===== src/rtl/i2c_tx_push_arbiter.sv =====
// i2c_tx_push_arbiter: shares the TX FIFO push port between NREQ requesters in round-robin bursts
// and mirrors the FIFO fill level. Define I2C_TXARB_PRIO_EN to give requester 0 fixed priority.
module i2c_tx_push_arbiter #(
   parameter int NREQ  = 2,
   parameter int DEPTH = 8,
   parameter int LVL_W = 4
) (
   input  logic              pclk,
   input  logic              presetn,
   input  logic              arb_en,
   input  logic [3:0]        burst_len,
   input  logic [NREQ-1:0]   req_valid,
   input  logic [NREQ*9-1:0] req_data,
   output logic [NREQ-1:0]   req_ready,
   input  logic              tx_pop,
   output logic              tx_push,
   output logic [8:0]        tx_push_data,
   output logic [LVL_W-1:0]  tx_level,
   output logic              tx_full,
   output logic [1:0]        grant_id
);

   localparam logic [0:0]       ST_IDLE  = 1'b0;
   localparam logic [0:0]       ST_BURST = 1'b1;
   localparam logic [LVL_W-1:0] LVL_MAX  = LVL_W'(DEPTH);
`ifdef I2C_TXARB_PRIO_EN
   localparam logic [NREQ-1:0]  REQ0_MASK = NREQ'(1);
`endif

   logic [0:0]       state, state_next;
   logic [1:0]       owner, owner_next;
   logic [1:0]       rr_ptr, rr_ptr_next;
   logic [4:0]       burst_cnt, burst_cnt_next;
   logic [LVL_W-1:0] level, level_next;
   logic             not_full;
   logic             accept;
   logic             owner_valid;
   logic             burst_done;
   logic [8:0]       accept_data;
   logic [1:0]       pick;
   logic [1:0]       owner_inc;
   logic [1:0]       ptr_on_exit;

   // First valid index at or after start; falls back to the lowest valid index (wrap).
   function automatic logic [1:0] rr_pick(input logic [NREQ-1:0] valid, input logic [1:0] start);
      logic [1:0] lowest;
      logic [1:0] ahead;
      logic       found;
      lowest = '0;
      ahead  = '0;
      found  = 1'b0;
      for (int i = NREQ - 1; i >= 0; i--) begin
         if (valid[i]) begin
            lowest = 2'(i);
            if (2'(i) >= start) begin
               ahead = 2'(i);
               found = 1'b1;
            end
         end
      end
      return found ? ahead : lowest;
   endfunction

   // NOTE: every signal written in always_comb gets a default first, so no latch is inferred.
   always_comb begin
      not_full    = level < LVL_MAX;
      req_ready   = '0;
      owner_valid = 1'b0;
      accept_data = '0;
      for (int i = 0; i < NREQ; i++) begin
         if (owner == 2'(i)) begin
            req_ready[i] = (state == ST_BURST) && not_full;
            owner_valid  = req_valid[i];
            accept_data  = req_data[9*i +: 9];
         end
      end
      accept = |(req_valid & req_ready);
   end

   // A simultaneous accept and pop cancel; a pop of an empty FIFO is ignored.
   always_comb begin
      level_next = level;
      if (accept && !tx_pop) begin
         level_next = level + LVL_W'(1);
      end else if (!accept && tx_pop && level != '0) begin
         level_next = level - LVL_W'(1);
      end
   end

   always_comb begin
      owner_inc = (owner == 2'(NREQ - 1)) ? 2'd0 : owner + 2'd1;
`ifdef I2C_TXARB_PRIO_EN
      if (req_valid[0]) begin
         pick = 2'd0;
      end else begin
         pick = rr_pick(req_valid & ~REQ0_MASK, rr_ptr);
      end
      // The pointer only rotates among the non-priority requesters.
      if (owner == 2'd0) begin
         ptr_on_exit = rr_ptr;
      end else begin
         ptr_on_exit = (owner_inc == 2'd0) ? 2'd1 : owner_inc;
      end
`else
      pick        = rr_pick(req_valid, rr_ptr);
      ptr_on_exit = owner_inc;
`endif
   end

   always_comb begin
      state_next     = state;
      owner_next     = owner;
      rr_ptr_next    = rr_ptr;
      burst_cnt_next = burst_cnt;
      burst_done     = 1'b0;
      if (state == ST_IDLE) begin
         if (arb_en && (|req_valid) && not_full) begin
            state_next     = ST_BURST;
            owner_next     = pick;
            burst_cnt_next = (burst_len == 4'd0) ? 5'd16 : {1'b0, burst_len};
         end
      end else begin
         if (accept) begin
            burst_cnt_next = burst_cnt - 5'd1;
         end
         burst_done = (accept && burst_cnt == 5'd1) || !owner_valid ||
                      (level_next == LVL_MAX) || !arb_en;
`ifdef I2C_TXARB_PRIO_EN
         if (owner != 2'd0 && req_valid[0]) begin
            burst_done = 1'b1;
         end
`endif
         if (burst_done) begin
            state_next  = ST_IDLE;
            rr_ptr_next = ptr_on_exit;
         end
      end
   end

   // NOTE: sequential state uses non-blocking assignments so all flops sample pre-edge values.
   always_ff @(posedge pclk or negedge presetn) begin
      if (!presetn) begin
         state        <= ST_IDLE;
         owner        <= '0;
         rr_ptr       <= '0;
         burst_cnt    <= '0;
         level        <= '0;
         tx_push      <= 1'b0;
         tx_push_data <= '0;
      end else begin
         state     <= state_next;
         owner     <= owner_next;
         rr_ptr    <= rr_ptr_next;
         burst_cnt <= burst_cnt_next;
         level     <= level_next;
         tx_push   <= accept;
         if (accept) begin
            tx_push_data <= accept_data;
         end
      end
   end

   assign tx_level = level;
   assign tx_full  = (level == LVL_MAX);
   assign grant_id = owner;

endmodule


===== config.mk =====
export PLATFORM = sky130hd
export DESIGN_NAME = i2c_tx_push_arbiter
export DESIGN_NICKNAME = d
export VERILOG_FILES = /design/src/rtl/i2c_tx_push_arbiter.sv
export SDC_FILE = /design/constraint.sdc
export NUM_CORES = 1
export LEC_CHECK = 0
export BUFFER_PORTS_ARGS = -buffer_cell sky130_fd_sc_hd__buf_2
export CORE_UTILIZATION = 40
export DETAILED_ROUTE_END_ITERATION = 8
export PLACE_DENSITY = 0.68
export SLEW_MARGIN = 20
export SYNTH_ARGS = -nofsm -noshare
export SYNTH_HDL_FRONTEND = slang
export SYNTH_SLANG_ARGS = --single-unit

===== constraint.sdc =====
create_clock -name pclk -period 4.2 [get_ports pclk]
set_input_delay 0.21 -clock pclk [delete_from_list [all_inputs] [get_ports pclk]]
set_output_delay 0.21 -clock pclk [all_outputs]
set_load 0.05 [all_outputs]

After elaboration in Yosys (flattened, before gate mapping)
Index checks and enable logic that the tools add are counted.
- add/subtract/negate cells: 4
- magnitude comparators: 3
- equal/unequal tests: 5
- muxes and demuxes: 27
- bitwise operators: 2
- reduce and logical (&&, ||, !) cells: 23
- operators by type and width (operator ; count):
    2-to-1 mux 5 bit ; 4
    2-to-1 mux 9 bit ; 2
    2-to-1 mux 1 bit ; 14
    2-to-1 mux 2 bit ; 5
    == test 4 bit (second input constant) ; 2
    2-to-1 mux 4 bit ; 2
    logical AND 1 bit ; 7
    AND reduction 2 bit ; 3
    == test 5 x 1 -> 1 bit (second input constant) ; 1
    subtractor 5 x 1 -> 5 bit (second input constant) ; 1
    adder 4 x 1 -> 4 bit (second input constant) ; 1
    >= comparator 1 x 2 -> 1 bit (first input constant) ; 2
    zero test 1 bit ; 4
    zero test 4 bit ; 1
    < comparator 4 bit (second input constant) ; 1
    nonzero test 4 bit ; 1
    OR reduction 2 bit ; 2
    subtractor 4 x 1 -> 4 bit (second input constant) ; 1
    logical OR 1 bit ; 3
    adder 2 x 1 -> 2 bit (second input constant) ; 1
    AND 2 bit ; 1
    == test 2 x 1 -> 1 bit (second input constant) ; 1
    zero test 2 bit ; 1
    != test 2 x 1 -> 1 bit (second input constant) ; 1
    other kinds (2) ; 2
- bits in registers: 24
- output and inout bits: 19

Logic depth before layout (Yosys ltp)
Gate-level depths: netlist of run 1.
- depth after elaboration: 15
- mapped depth: 8
- gate-level depth less buffers: 8

Worst setup path after synthesis of run 1
No wires, ideal clock.
- kind: flip-flop to flip-flop
- start: register level[0], in the netlist tx_level[0]
- end: register rr_ptr[0]
- arrival time: 2.222 ns
- data required time: 4.063 ns
- slack: 1.841 ns
- stages on the path, launching flop included: 9
- buffers on the path: 0
- period minus slack after synthesis: 2.359 ns
- cells stage by stage: dfrtp_1 inv_1 ha_1 nor3b_1 a2111oi_4 a221oi_2 or2_4 a31oi_2 o311ai_2
- cells in the longest elaborated chain, start to end: 14
- elaborated cells on any way between the ends: 21
- those cells by class: add/sub: 2; order compare: 1; eq/ne: 1; mux: 4; bitwise: 1; reduce/logical: 12
- ends and longest elaborated chain (element ; line ; RTL):
    start: declaration ; 34 ; logic [LVL_W-1:0] level, level_next;
    start signal: assignment ; 155 ; level <= level_next;
    < comparator 4 bit ; 66 ; not_full = level < LVL_MAX;
    logical AND 1 bit ; 72 ; req_ready[i] = (state == ST_BURST) && not_full;
    2-to-1 mux 1 bit ; 71 ; if (owner == 2'(i)) begin
    AND 2 bit ; 77 ; accept = |(req_valid & req_ready);
    OR reduction 2 bit ; 77 ;
    zero test 1 bit ; 85 ; end else if (!accept && tx_pop && level != '0) begin
    logical AND 1 bit (2 in a row) ; 85 ;
    2-to-1 mux 4 bit ; 85 ;
    2-to-1 mux 4 bit * ; 83 ; if (accept && !tx_pop) begin
    named net level_next[0] ; 34 ;
    == test 4 bit * ; 127 ; (level_next == LVL_MAX) || !arb_en;
    logical OR 1 bit * ; 126 ; burst_done = (accept && burst_cnt == 5'd1) || !owner_valid ||
    logical OR 1 bit * ; 127 ;
    AND reduction 2 bit (no line) * ; - ;
    end signal: assignment ; 153 ; rr_ptr <= rr_ptr_next;
    end: declaration ; 32 ; logic [1:0] rr_ptr, rr_ptr_next;
The timed path passes the listed nets; every way through them passes the cells marked *.
A chain may end at the register's enable or synchronous reset.

Worst setup path after layout of run 1
- start: register owner[0], in the netlist grant_id[0]
- end: register rr_ptr[0]
- cells in the longest elaborated chain, start to end: 13
- elaborated cells on any way between the ends: 23
- those cells by class: add/sub: 1; eq/ne: 2; mux: 7; bitwise: 1; reduce/logical: 12
- ends and longest elaborated chain (element ; line ; RTL):
    start: declaration ; 31 ; logic [1:0] owner, owner_next;
    start signal: assignment ; 152 ; owner <= owner_next;
    == test 2 x 1 -> 1 bit or zero test 2 bit (tied branches) ; 71 ;
    2-to-1 mux 1 bit ; 71 ;
    AND 2 bit * ; 77 ;
    OR reduction 2 bit * ; 77 ;
    zero test 1 bit ; 85 ;
    logical AND 1 bit (2 in a row) ; 85 ;
    2-to-1 mux 4 bit ; 85 ;
    2-to-1 mux 4 bit * ; 83 ;
    named net level_next[0] ; 34 ;
    == test 4 bit * ; 127 ;
    logical OR 1 bit * ; 126 ;
    logical OR 1 bit * ; 127 ;
    AND reduction 2 bit (no line) * ; - ;
Marked as above.

==> metrics, run 1 <==
period utilization=61.9%; vias per cell=5.50; RSZ-0062 raised after global routing=no; DIE HEIGHT=61.9 µm; worst-skew pair later-pin latency=0.30 ns; arrival time at the worst endpoint=2.78 ns; Power Internal=0.644 mW; CTS buffer count=3; VDD IR max=0.426 mV; Critical Path, Cell by Cell=mux2i_2, nor2_2, a221oi_2, or2_4, a31oi_2, o311ai_2; Clk pin slew, worst setup/hold paths=0.12 ns; Post-Layout Cell Count=237; sw power=0.763 mW; power density cells=822 nW/µm²; Post-Syn Nets=181; total power=1.41 mW; Top FF cell, synth=dfrtp_1; drt wl/cell=13.7 µm; critical path buffer and inverter count=0; Worst-Margin Slew=0.855 ns; status=completed; Starting Density=42.3%; Final setup viols=0; pin count of the biggest net entering global routing=23; top post-synthesis cells by area=dfrtp_1 (38%), mux2i_1 (7.0%), a21oi_1 (6.3%), nor2_1 (3.9%), a2111oi_4 (3.8%); layout cell share with drive strength beyond 1=33.0%; Post-CTS Setup Repair Bufs=0; die width=61.9 µm; Crit Path Max Fanout=22; CTS tree=yes; synthesized flop and latch total=22; Cells after Synth=149; layout net count=224; Ys Warns=0; cell taking the most area after synthesis=dfrtp_1; Ant. Diodes=0; Critical Path Sink Type=flop; Max Fclk=385 MHz; Root Driver=clkbuf_4; cell area after synthesis=1440 µm²; Leak=0.768 nW; worst min-delay path category=primary input to flop; Clock Skews=0.00236 ns; Syn-to-layout area delta=19.2%; Hold Slack=0.193 ns; antenna-violating nets left=0; number of DRC markers in iteration 0=71; post-synthesis cell type count=46; sequential share of power=32.0%; hpwl dp=2430 µm; Final Critical Period=2.60 ns; top cell type's share of synthesized area=38.4%; number of global-route vias before repair=1,183; Buffers on Ports=45; Pins Over Slew Limit=0; clock share of power=8.2%; Async S/R FF share, synth=100%; Worst slew margin=43.0%; drt pass-1 iters=4; Post-synth EDFFs=0; WS Path Type=flop to flop; via count=1,304; RD Place Congestion=0.849; DP Cell Count=232; switching share of power=54.2%; MaxCap Viol Count=0; # IOs=47; first-pass GRT wire length=5320 µm; combinational fraction of design power=59.7%; number of H-tree levels=1; CTS Sinks=22; CP max stage cell=dfrtp_1; GRT overflow=0; worst path required time=4.38 ns; crit-path max cell delay=0.83 ns; # DRC=0; Setup Total Neg Slack=0 ns; initial antenna violation count=0; CORE AREA=3390 µm²; Fin. Hold Viols=0; # rows=21; Max Buffers Root-to-Sink=2; CP startpoint kind=flop; Post-Syn Area per Cell=9.63 µm²; full die area=3830 µm²; Seq/Total Area, Yosys=38.4%; CP top delay family=simple AND/OR/NAND/NOR gates; final WL=3250 µm; GRT Total Usage=18.9%
-- sequential cells by signal (all words and copies together) (netlist names) --
| name | flops |
|---|---|
| tx_level | 4 |
| tx_push | 1 |
| grant_id | 1 |
| tx_push_data | 9 |
| state | 1 |
| rr_ptr | 1 |
| burst_cnt | 5 |
-- worst reg2reg max path, stage by stage, from the launching register on --
cell	delay (ns)
dfrtp_1	0.83
mux2i_2	0.21
nor2_2	0.71
a221oi_2	0.14
or2_4	0.28
a31oi_2	0.18
o311ai_2	0.12
-- routing by layer --
| metal | up-vias | routed length [µm] | track usage, % | part of all wire (%) |
|---|---|---|---|---|
| li1 | 626 | - | - | - |
| met1 | 620 | 1440 | 25.5 | 44 |
| met3 | 2 | 240 | 3.52 | 7.4 |
| met4 | 0 | 13 | 5.71 | 0.40 |
| met5 | - | 0 | 0 | 0 |
| met2 | 56 | 1550 | 30.9 | 48 |
-- power by group through the flow --
| stage | Combinational (mW) | Clock (mW) | Sequential [mW] |
|---|---|---|---|
| 2_1_floorplan | 0.496 | 0 | 0.622 |
| 3_3_place_gp | 0.822 | 0 | 0.441 |
| 3_5_place_dp | 0.842 | 0 | 0.452 |
| 4_1_cts | 0.843 | 0.119 | 0.448 |
| 5_1_grt | 0.918 | 0.126 | 0.469 |
| 6_report | 0.840 | 0.116 | 0.451 |
-- synth_stat cells (2+ instances only) --
master      n
a2111oi_4   2
nor2b_1     2
o211ai_1    4
clkbuf_1    2
ha_1        4
buf_4       4
nand3_1     3
nor2_1     15
nand4b_1    2
nand2_1     6
and3_1      2
and2_1      2
nor3_1      3
mux2i_1    10
a21oi_1    18
dfrtp_1    22
o21ai_1     5
inv_1       8
o21ai_0     8
-- final timing paths --
kind	depth (start not counted)	slack, ns	end	start
max	6	1.60	rr_ptr[0]	grant_id[0]
max reg2reg	6	1.60	rr_ptr[0]	grant_id[0]
min in group asynchronous	2	0.40	burst_cnt[3]	presetn
min	3	0.19	tx_push_data[1]	req_data[1]
min reg2reg	2	0.54	tx_push_data[2]	tx_push_data[2]
max in group asynchronous	2	3.46	burst_cnt[0]	presetn
-- logic make-up after synthesis --
kind of cell,count (synthesis),share of synthesized area [%]
AO/OA/AOI/OAI,47,24.8
AND/OR/NAND/NOR,47,18.3
flip-flops,22,38.4
buffers and inverters,16,5.84
multiplexers,12,8.98
adder cells (fa/ha/maj),4,3.49
other,1,0.261
-- metrics by stage --
| step | area, µm² | setup slack, ns | utilization [%] |
|---|---|---|---|
| global placement | 1660 | 1.75 | 49.1 |
| global route | 1710 | 1.36 | 50.5 |
| CTS | 1710 | 1.59 | 50.5 |
| finish | 1710 | 1.60 | 50.5 |
| floorplan | 1440 | 1.84 | - |
| detailed placement | 1660 | 1.61 | 49.1 |
-- cell type report --
class	count	area [µm²]
Tap cell	46	57.6
Fill cell	319	1680
Multi-Input combinational cell	111	801
Inverter	8	30.0
Sequential cell	22	551
Clock buffer	4	36.3
Timing Repair Buffer	46	235
-- repair_timing --
action                    4_1_cts  5_1_grt
resized for setup               0        0
hold endpoints to repair       22        0
hold buffers                    1        0
-- cell usage in the layout, fill, tap and decap left out, types with 2 or more instances in the layout --
| master | n |
|---|---|
| o211ai_1 | 4 |
| a2111oi_4 | 2 |
| inv_1 | 8 |
| clkbuf_4 | 3 |
| dfrtp_1 | 22 |
| nand2_1 | 6 |
| nand3_1 | 3 |
| buf_2 | 45 |
| nor3_1 | 3 |
| nor2_1 | 15 |
| mux2i_1 | 10 |
| a21oi_1 | 18 |
| and3_1 | 2 |
| o21ai_1 | 5 |
| and2_1 | 2 |
| nand4b_1 | 2 |
| ha_1 | 4 |
| o21ai_0 | 8 |
| nor2b_1 | 2 |
Power figures use the tool's default switching activity.
==> run 2, diff against run 1 <==
ABC_AREA = 1   (was not set)
PLACE_DENSITY = 0.69   (was 0.68)
clock period = 2.4 ns   (was 4.2 ns; I/O delays follow)
==> run 2 against run 1 <==
Compared with the run above: final area is 5.6% lower; cell count is 8.0% higher; non-clock buffer count stayed put; worst hold slack worse by 0.15 ns; clock power rose to 2.5 times the previous value; flip-flop and latch count is the same.
==> metrics, run 2 <==
Async S/R FF share, synth=100% (unchanged); min-delay src=req_data[16]; arrival time at the worst endpoint=2.16 ns (-0.62 ns); antenna-violating nets left=0 (unchanged); Root Driver=clkbuf_4; power density cells=1340 nW/µm² (+63%); period utilization=82.2% (+20 points); post-synthesis cell type count=30 (-35%); RSZ-0062 raised after global routing=no; cell taking the most area after synthesis=dfrtp_1; pin count of the biggest net entering global routing=23 (unchanged); hold depth=3 (unchanged); Seq/Total Area, Yosys=42.0% (+3.7 points); layout net count=245 (+9.4%); Max Fclk=507 MHz (+32%); Max Buffers Root-to-Sink=2 (unchanged); Post-Layout Cell Count=256 (+8.0%); GRT Total Usage=17.4% (-1.4 points); # IOs=47 (unchanged); Top reg by flops=tx_push_data; Post-Syn Area per Cell=7.80 µm² (-19%); dpl ws=0.431 ns (-1.18 ns); worst min-delay path category=primary input to flop; CTS tree=yes; post-layout worst setup margin=0.428 ns (-1.17 ns); Fin. Hold Viols=0 (unchanged); worst-skew pair later-pin latency=0.32 ns (+0.02 ns); Leak=0.866 nW (+13%); vias per cell=4.78 (-13%); VDD IR max=0.567 mV (+33%); Resized Gates After CTS=0 (unchanged); hpwl dp=2090 µm (-14%); number of H-tree levels=1 (unchanged); DP Cell Count=251 (+8.2%); CTS Sinks=22 (unchanged); first-pass GRT wire length=4550 µm (-15%); commonest non-fill, non-tap cell in the layout=nand2_1; Starting Density=42.6% (+0.22 points); Crit Path Max Fanout=19 (-14%); Final setup viols=0 (unchanged); hold endpoint=tx_push_data[7]; # rows=20 (-4.8%); Top FF cell, synth=dfrtp_1; Cells after Synth=168 (+13%); DIE HEIGHT=59.2 µm (-4.3%); worst path required time=2.59 ns (-1.79 ns); total power=2.16 mW (+54%); Critical Path Sink Type=flop; most numerous cell in the Yosys netlist=nand2_1; Clock Skews=0.00572 ns (+0.00336 ns); cell area after synthesis=1310 µm² (-8.7%); GRT overflow=0 (unchanged); CORE AREA=3080 µm² (-9.2%); hold buffer count at CTS=1 (unchanged); drt wl/cell=10.8 µm (-21%); CTS buffer count=3 (unchanged); RD Place Congestion=0.841 (-0.94%); WS Path Type=flop to flop; max FFs per register=9 (unchanged); FF-to-FF End=tx_push_data[5]; MaxCap Viol Count=0 (unchanged); initial antenna violation count=0 (unchanged); CP startpoint kind=flop; # DRC=0 (unchanged); Setup Total Neg Slack=0 ns (unchanged); Syn-to-layout area delta=23.3%; layout cell share with drive strength beyond 1=28.8% (-4.2 points); number of global-route vias before repair=1,076 (-9.0%); Ant. Diodes=0 (unchanged); full die area=3510 µm² (-8.5%); most frequent cells in the layout=nand2_1 (50), buf_2 (45), dfrtp_1 (22); via count=1,223 (-6.2%); final WL=2770 µm (-15%); flop2flop setup slack=0.43 ns (-1.17 ns); drt pass-1 iters=4 (unchanged); number of DRC markers in iteration 0=47 (-34%); Post-synth EDFFs=0 (unchanged); Pins Over Slew Limit=0 (unchanged); Post-CTS Setup Repair Bufs=0 (unchanged); FF-to-FF path depth=7 (+1); Clk pin slew, worst setup/hold paths=0.13 ns (about the same); Buffers on Ports=45 (unchanged); top post-synthesis cells by area=dfrtp_1 (42%), nand2_1 (14%), nor2_1 (5.2%), a31oi_1 (4.3%), inv_1 (4.0%); Final Critical Period=1.97 ns (-0.628 ns); reg2reg start=grant_id[0]; synthesized flop and latch total=22 (unchanged); list of most frequent post-synthesis cells=nand2_1 (50), dfrtp_1 (22), nor2_1 (18); status=completed; die width=59.2 µm (-4.3%); Ys Warns=0 (unchanged); Post-Syn Nets=200 (+10%); top cell type's share of synthesized area=42.0% (+3.7 points)
run 2: cell types whose count changed after synthesis, moves of 3 or more:
cell / delta
a31oi_1: +8
inv_1: +6
buf_4: -3
nor2_1: +3
o21ai_1: -4
nor3_1: -3
nand3_1: +6
a21oi_1: -16
nand2_1: +44
nand2_2: +3
mux2i_1: -10
xor2_1: +4
run 2: report_power, final:
group / internal [mW] / switching (mW) / leakage (nW)
clock: 0.169 / 0.123 / 0.0279
combinational: 0.330 / 0.844 / 0.568
sequential: 0.533 / 0.163 / 0.271
total: 1.03 / 1.13 / 0.866
run 2: worst max path at each step:
stage | end | slack, ns | start
CTS | tx_push_data[5] | 0.42 | grant_id[0]
global route | tx_push_data[4] | 0.17 | grant_id[0]
global placement | rr_ptr[0] | 0.53 | grant_id[0]
detailed placement | tx_push_data[8] | 0.43 | grant_id[0]
floorplan | tx_full | 0.08 | tx_level[0]
finish | tx_push_data[5] | 0.43 | grant_id[0]
run 2: critical path: stages (launching register included):
cell      delay, ns
dfrtp_1        0.62
inv_2          0.20
nand2_1        0.09
nand2_1        0.10
nand2_4        0.15
clkinv_1       0.41
nor2_1         0.20
a31oi_1        0.06
run 2: per-layer routing:
layer	up-vias	global-route usage, %	part of all wire (%)
met5	-	0	0
met4	0	4.08	0.61
met3	2	4.80	5.4
met2	38	28.4	43
met1	559	22.9	51
li1	624	-	-
run 2: cell families (layout without fill, tap and decap cells):
logic type / after synthesis / count (layout) / share of synthesized area (%)
compound gates: 26 / 26 / 12.8
simple gates: 87 / 87 / 30.0
flops: 22 / 22 / 42.0
buf+inv: 24 / 68 / 8.40
other cells: 1 / 1 / 0.286
xor+xnor: 4 / 4 / 2.67
fa+ha+maj: 4 / 4 / 3.82
run 2: final cells by class:
cell class              count  area (µm²)
fillers                   317        1460
multi-input cells         122         649
flip-flops and latches     22         551
repair buffers             46         235
inverters                  18        72.6
well taps                  44        55.1
clock inverters             1        30.0
clock buffers               3        22.5
run 2: metrics by stage:
stage,utilization [%],instance area [µm²],hold WS [ns]
3_5_place_dp,50.4,1550,0.113
3_3_place_gp,50.4,1550,0.111
6_report,52.5,1620,0.0424
2_1_floorplan,-,1310,-0.176
5_1_grt,52.5,1620,0.0269
4_1_cts,52.5,1620,0.0290
